File: config.mk
export PLATFORM = sky130hd
export DESIGN_NAME = wb_write_responder
export DESIGN_NICKNAME = d
export VERILOG_FILES = /design/src/rtl/async_cpu_pkg.sv /design/src/rtl/wb_fifo.sv /design/src/rtl/wb_write_responder.sv
export SDC_FILE = /design/constraint.sdc
export NUM_CORES = 1
export LEC_CHECK = 0
export CORE_ASPECT_RATIO = 1.5
export CORE_UTILIZATION = 40
export DETAILED_ROUTE_END_ITERATION = 12
export PLACE_DENSITY_LB_ADDON = 0.15
export SLEW_MARGIN = 10
export SYNTH_ARGS = -nofsm -noshare
export SYNTH_HDL_FRONTEND = slang
export SYNTH_SLANG_ARGS = --single-unit
export TNS_END_PERCENT = 100
File: constraint.sdc
create_clock -name clk -period 6.6 [get_ports clk]
set_clock_uncertainty 0.15 [all_clocks]
set_input_delay 0.99 -clock clk [delete_from_list [all_inputs] [get_ports clk]]
set_output_delay 0.99 -clock clk [all_outputs]
set_load 0.01 [all_outputs]
File: src/rtl/async_cpu_pkg.sv
// Shared definitions for the writeback -> register-file path.
//   DATA_W_DEF / ADDR_W_DEF : default register data / address widths
//   hs_state_t              : four-phase responder handshake states
package async_cpu_pkg;

  localparam int unsigned DATA_W_DEF = 16;
  localparam int unsigned ADDR_W_DEF = 4;

  typedef enum logic {
    HS_IDLE  = 1'b0,
    HS_ACKED = 1'b1
  } hs_state_t;

endpackage

File: src/rtl/wb_fifo.sv
// Synchronous in-order FIFO of {addr, data} register writes.
// Every entry's valid flag and address are exposed so that the parent can
// compare pending writes against read addresses.
//   clk, rst        : clock, synchronous active-low reset
//   push_i          : enqueue {push_addr_i, push_data_i} (ignored when full)
//   pop_i           : dequeue the head entry (ignored when empty)
//   head_addr_o/_data_o : head entry contents (raw storage, not gated)
//   full_o, empty_o : registered occupancy flags
//   ent_valid_o     : per-slot valid flag, indexed by storage slot
//   ent_addr_o      : per-slot stored address
module wb_fifo #(
  parameter int unsigned DATA_W = 16,
  parameter int unsigned ADDR_W = 4,
  parameter int unsigned DEPTH  = 2
) (
  input  logic                          clk,
  input  logic                          rst,
  input  logic                          push_i,
  input  logic [ADDR_W-1:0]             push_addr_i,
  input  logic [DATA_W-1:0]             push_data_i,
  input  logic                          pop_i,
  output logic [ADDR_W-1:0]             head_addr_o,
  output logic [DATA_W-1:0]             head_data_o,
  output logic                          full_o,
  output logic                          empty_o,
  output logic [DEPTH-1:0]              ent_valid_o,
  output logic [DEPTH-1:0][ADDR_W-1:0]  ent_addr_o
);

  localparam int unsigned PTR_W = $clog2(DEPTH);
  localparam int unsigned CNT_W = PTR_W + 1;

  logic [ADDR_W-1:0] addr_mem_q [DEPTH];
  logic [DATA_W-1:0] data_mem_q [DEPTH];

  logic [PTR_W-1:0] wr_ptr_q, wr_ptr_d;
  logic [PTR_W-1:0] rd_ptr_q, rd_ptr_d;
  logic [CNT_W-1:0] count_q,  count_d;

  logic push_ok, pop_ok;

  always_comb begin
    full_o  = (count_q == CNT_W'(DEPTH));
    empty_o = (count_q == '0);
    push_ok = push_i & ~full_o;
    pop_ok  = pop_i & ~empty_o;
  end

  // DEPTH is a power of two, so pointer wrap is the natural overflow.
  always_comb begin
    wr_ptr_d = push_ok ? wr_ptr_q + PTR_W'(1) : wr_ptr_q;
    rd_ptr_d = pop_ok  ? rd_ptr_q + PTR_W'(1) : rd_ptr_q;
    count_d  = count_q;
    unique case ({push_ok, pop_ok})
      2'b10:   count_d = count_q + CNT_W'(1);
      2'b01:   count_d = count_q - CNT_W'(1);
      default: count_d = count_q;
    endcase
  end

  always_ff @(posedge clk) begin
    if (!rst) begin
      wr_ptr_q <= '0;
      rd_ptr_q <= '0;
      count_q  <= '0;
    end else begin
      wr_ptr_q <= wr_ptr_d;
      rd_ptr_q <= rd_ptr_d;
      count_q  <= count_d;
    end
  end

  // Storage needs no reset: validity is derived from pointers and count.
  always_ff @(posedge clk) begin
    if (push_ok) begin
      addr_mem_q[wr_ptr_q] <= push_addr_i;
      data_mem_q[wr_ptr_q] <= push_data_i;
    end
  end

  always_comb begin
    head_addr_o = addr_mem_q[rd_ptr_q];
    head_data_o = data_mem_q[rd_ptr_q];
  end

  // A slot is occupied when its distance from the read pointer (mod DEPTH)
  // is below the current count.
  always_comb begin
    ent_valid_o = '0;
    ent_addr_o  = '0;
    for (int unsigned i = 0; i < DEPTH; i++) begin
      logic [PTR_W-1:0] off;
      off            = PTR_W'(i) - rd_ptr_q;
      ent_valid_o[i] = (CNT_W'(off) < count_q);
      ent_addr_o[i]  = addr_mem_q[i];
    end
  end

endmodule

File: src/rtl/wb_write_responder.sv
// Responder side of the writeback -> register-file four-phase handshake.
// Accepted writes are queued in wb_fifo and drained as single-cycle strobes
// into the register array; queued writes are compared against the decode
// read addresses to flag hazards.
// Optional build macro: WB_R0_DISCARD_EN -- writes to address 0 are acked but
// never queued, and hazards never assert for address 0.
//   clk, rst              : clock, synchronous active-low reset
//   req / ack             : four-phase request in / acknowledge out (registered)
//   we, wr_addr, wr_data  : transfer payload, sampled on the IDLE->ACKED edge
//   rf_we, rf_addr, rf_data, rf_ready : array write port (pop on rf_we&rf_ready)
//   addr_r1/2, hazard_r1/2 : decode read addresses and pending-write flags
//   full, empty           : FIFO occupancy
module wb_write_responder
  import async_cpu_pkg::*;
#(
  parameter int unsigned DATA_W = DATA_W_DEF,
  parameter int unsigned ADDR_W = ADDR_W_DEF,
  parameter int unsigned DEPTH  = 2
) (
  input  logic              clk,
  input  logic              rst,
  input  logic              req,
  output logic              ack,
  input  logic              we,
  input  logic [ADDR_W-1:0] wr_addr,
  input  logic [DATA_W-1:0] wr_data,
  output logic              rf_we,
  output logic [ADDR_W-1:0] rf_addr,
  output logic [DATA_W-1:0] rf_data,
  input  logic              rf_ready,
  input  logic [ADDR_W-1:0] addr_r1,
  input  logic [ADDR_W-1:0] addr_r2,
  output logic              hazard_r1,
  output logic              hazard_r2,
  output logic              full,
  output logic              empty
);

  hs_state_t state_q;
  logic      ack_q;

  logic                         push, pop;
  logic [ADDR_W-1:0]            head_addr;
  logic [DATA_W-1:0]            head_data;
  logic [DEPTH-1:0]             ent_valid;
  logic [DEPTH-1:0][ADDR_W-1:0] ent_addr;

  // Capture happens only on the IDLE->ACKED transition.
  always_comb begin
    push = (state_q == HS_IDLE) && req && !full && we;
`ifdef WB_R0_DISCARD_EN
    if (wr_addr == '0) push = 1'b0;
`endif
    pop = rf_we && rf_ready;
  end

  always_ff @(posedge clk) begin
    if (!rst) begin
      state_q <= HS_IDLE;
      ack_q   <= 1'b0;
    end else begin
      unique case (state_q)
        HS_IDLE: begin
          if (req && !full) begin
            state_q <= HS_ACKED;
            ack_q   <= 1'b1;
          end
        end
        HS_ACKED: begin
          if (!req) begin
            state_q <= HS_IDLE;
            ack_q   <= 1'b0;
          end
        end
        default: begin
          state_q <= HS_IDLE;
          ack_q   <= 1'b0;
        end
      endcase
    end
  end

  assign ack = ack_q;

  wb_fifo #(
    .DATA_W (DATA_W),
    .ADDR_W (ADDR_W),
    .DEPTH  (DEPTH)
  ) u_fifo (
    .clk         (clk),
    .rst         (rst),
    .push_i      (push),
    .push_addr_i (wr_addr),
    .push_data_i (wr_data),
    .pop_i       (pop),
    .head_addr_o (head_addr),
    .head_data_o (head_data),
    .full_o      (full),
    .empty_o     (empty),
    .ent_valid_o (ent_valid),
    .ent_addr_o  (ent_addr)
  );

  // Head storage is stale when empty, so the array port is forced to zero.
  always_comb begin
    rf_we   = ~empty;
    rf_addr = empty ? '0 : head_addr;
    rf_data = empty ? '0 : head_data;
  end

  // The entry popped this cycle is still valid here, so it still flags.
  always_comb begin
    hazard_r1 = 1'b0;
    hazard_r2 = 1'b0;
    for (int unsigned i = 0; i < DEPTH; i++) begin
      if (ent_valid[i] && (ent_addr[i] == addr_r1)) hazard_r1 = 1'b1;
      if (ent_valid[i] && (ent_addr[i] == addr_r2)) hazard_r2 = 1'b1;
    end
`ifdef WB_R0_DISCARD_EN
    if (addr_r1 == '0) hazard_r1 = 1'b0;
    if (addr_r2 == '0) hazard_r2 = 1'b0;
`endif
  end

endmodule

==> metrics.csv <==
metric;value;unit
start_kind;input pin;
rsz0062_at_grt;no;
htreeDepth;2;
cts_root_buf;clkbuf_8;
synthDistinctLibCells;20;
finish.instance_area;0.00273;sq mm
relSlewSlack;0.197;
synth-seq-cells;47;
clk_path_buf_depth;2;
peakVddDrop;0.163;mV
synth.top_cells.by_area;edfxtp_1, mux2i_1, xnor2_1;
drt-total-wl;3.85;mm
seqPwrFrac;0.440;
layout_common_cells;clkdlybuf4s50_1, edfxtp_1, nor2_1;
path_class;input pin to primary output;
synth_top_cell_area_share;0.597;
antenna_found_initial;0;
utilization;0.564;
cts_buffers;5;
avgSynthCellArea;13.6;sq um
slew_violations;0;
drtIter0Drc;46;
outcome;finished, final reports clean;
yosys.area_share.adder;0.00622;
cts_tree;done;
synth_top_cell_by_area;edfxtp_1;
hpwl;2.66;mm
critPathArrivalTime;2.47;ns
grt_util_all_layers;0.159;
max_cap_violations;0;
regArea;0.00134;sq mm
comb_power_share;0.373;
grt_overflow;0;
cp_max_fo;2;
max_freq;277;MHz
yosys_warnings;0;
synth_cells;148;
fin_ws;2.99;ns
path_common_cell;clkdlybuf4s50_1;
critical-path-top-delay-family;buffers and inverters;
synth_fp_nets;182;
netSwitchingFraction;0.312;
layout-drive-gt1-share;0.0526;
n_antenna_cell;0;
synth_top_family_by_area;multiplexers;
dr_total_vias;1319;
mostFrequentLayoutCell;clkdlybuf4s50_1;
cp_slowest_stage_delay;0.55;ns
power.total;0.000876;W
setup_viol;0;
area_growth;35.9;%
clkSlewWorstSetupHoldPaths;0.09;ns
p_switching;0.000273;W
hold_viol;0;
netlist_area;0.00201;sq mm
insertion_delay;0.29;ns
synth_compound_area_frac;0.0330;
cts_hold_buf;0;
core_region_area;0.00485;sq mm
p_clk_frac;0.187;
vias_per_cell;4.80;
nets;242;
globalplace.congestion;0.671;
io_pins;59;
power_density;320;mW/mm^2
fin_tns_setup;0;ns
dr.pass1.iters;4;
fp-row-count;31;
placed_cell_area;0.00265;sq mm
worstMarginPinSlew;1.20;ns
fin_crit_sh;0.547;
antenna_left;0;
min_path_type;flip-flop to flip-flop;
die_w;59.9;microns
intPower;0.000603;W
cellLeakagePower;0.898;nW
worstPathCellList;clkdlybuf4s50_1 -> xnor2_1 -> nand4_1 -> o22ai_1 -> clkdlybuf4s50_1;
critPathBufInv;2;
synth_mux_area_frac;0.0995;
fin_crit;3.61;ns
die_h;88.9;microns
synth-xor-area-share;0.0827;
synth-simple-area-share;0.0815;
yosysSeqAreaShare;0.667;
grt_pass1_vias;1416;
port_buffers;58;
routedWlPerCell;14.0;microns
cts_resized;0;
grt_max_degree;23;
drc;0;
die-area;0.00532;sq mm
num-fill-cells;419;
cp-end-kind;primary output;
clkSinkCount;47;
multi_input_area;614;sq um
worst_path_max_delay_cell;clkdlybuf4s50_1;
cp_data_required_time;5.46;ns
dp_slack;2.99;ns
grt_pass1_wl;6.13;mm
post_cts_buffers;0;
initial_core_util;0.415;
-- registers in the layout, summed over array words and instances (netlist names), named ones only --
| signal | count |
|---|---|
| state_q | 1 |
| u_fifo.wr_ptr_q | 1 |
| u_fifo.count_q | 2 |
| u_fifo.rd_ptr_q | 1 |
| u_fifo.addr_mem_q | 8 |
| ack | 1 |
| u_fifo.data_mem_q | 32 |
-- final cells by class --
cell class	instances	share of cell area
inverter	8	0.0110
clock buffer	6	0.0265
multi-input combinational	88	0.225
clock inverter	2	0.00458
tap	66	0.0302
sequential	47	0.491
timing repair buffer	58	0.212
-- synthesized netlist by cell type --
cell type / n
a31o_2: 1
nor2_1: 25
xor2_1: 1
xnor2_1: 18
buf_6: 1
or3_1: 1
nand4_1: 5
dfxtp_1: 7
mux2i_1: 20
nand2_1: 2
nand2b_4: 1
edfxtp_1: 40
a21oi_1: 6
o22ai_1: 2
ha_1: 1
nor2b_1: 1
nand3_1: 1
inv_1: 8
buf_2: 4
o21ai_0: 3
-- tightest hold or removal path, cell delays in order (launching register included) --
cell and delay [ns]:
dfxtp_1 0.32, inv_1 0.07, a21oi_1 0.06
-- path summary, 6_finish.rpt --
check                                       from                                end  slack [ns]  cells past startpoint
setup / recovery                      addr_r2[0]                          hazard_r2        2.99                      5
hold / removal                state_q$_SDFF_PN0_                 state_q$_SDFF_PN0_        0.34                      2
setup reg to reg  u_fifo.count_q[0]$_SDFFE_PN0P_  u_fifo.addr_mem_q[1][0]$_DFFE_PP_        4.40                      3
hold reg to reg               state_q$_SDFF_PN0_                 state_q$_SDFF_PN0_        0.34                      2
-- power groups by stage --
stage               registers, W  logic [W]  clock network, W
floorplan               0.000363   0.000193                 0
global placement        0.000391   0.000324                 0
detailed placement      0.000393   0.000328                 0
CTS                     0.000386   0.000331          0.000170
global route            0.000390   0.000355          0.000179
finish                  0.000385   0.000327          0.000164
-- logic make-up (layout without fill, tap and decap cells) --
logic type,Yosys count,count (layout)
buf+inv,13,74
fa+ha+maj,1,1
flops,47,47
simple gates,36,36
mux,20,20
xor+xnor,19,19
compound gates,12,12
-- per-stage QoR --
stage	cells	hold slack, ns
2_1_floorplan	148	0.286
3_3_place_gp	267	0.295
3_5_place_dp	267	0.328
4_1_cts	275	0.339
5_1_grt	275	0.360
6_report	275	0.336
-- per-layer routing --
metal,vias up,global-route usage,wire length [microns]
met2,46,0.297,2040
li1,643,-,-
met1,625,0.165,1590
met5,-,0,0
met4,0,0.0634,45
met3,5,0.0365,172
Power figures use the tool's default switching activity.
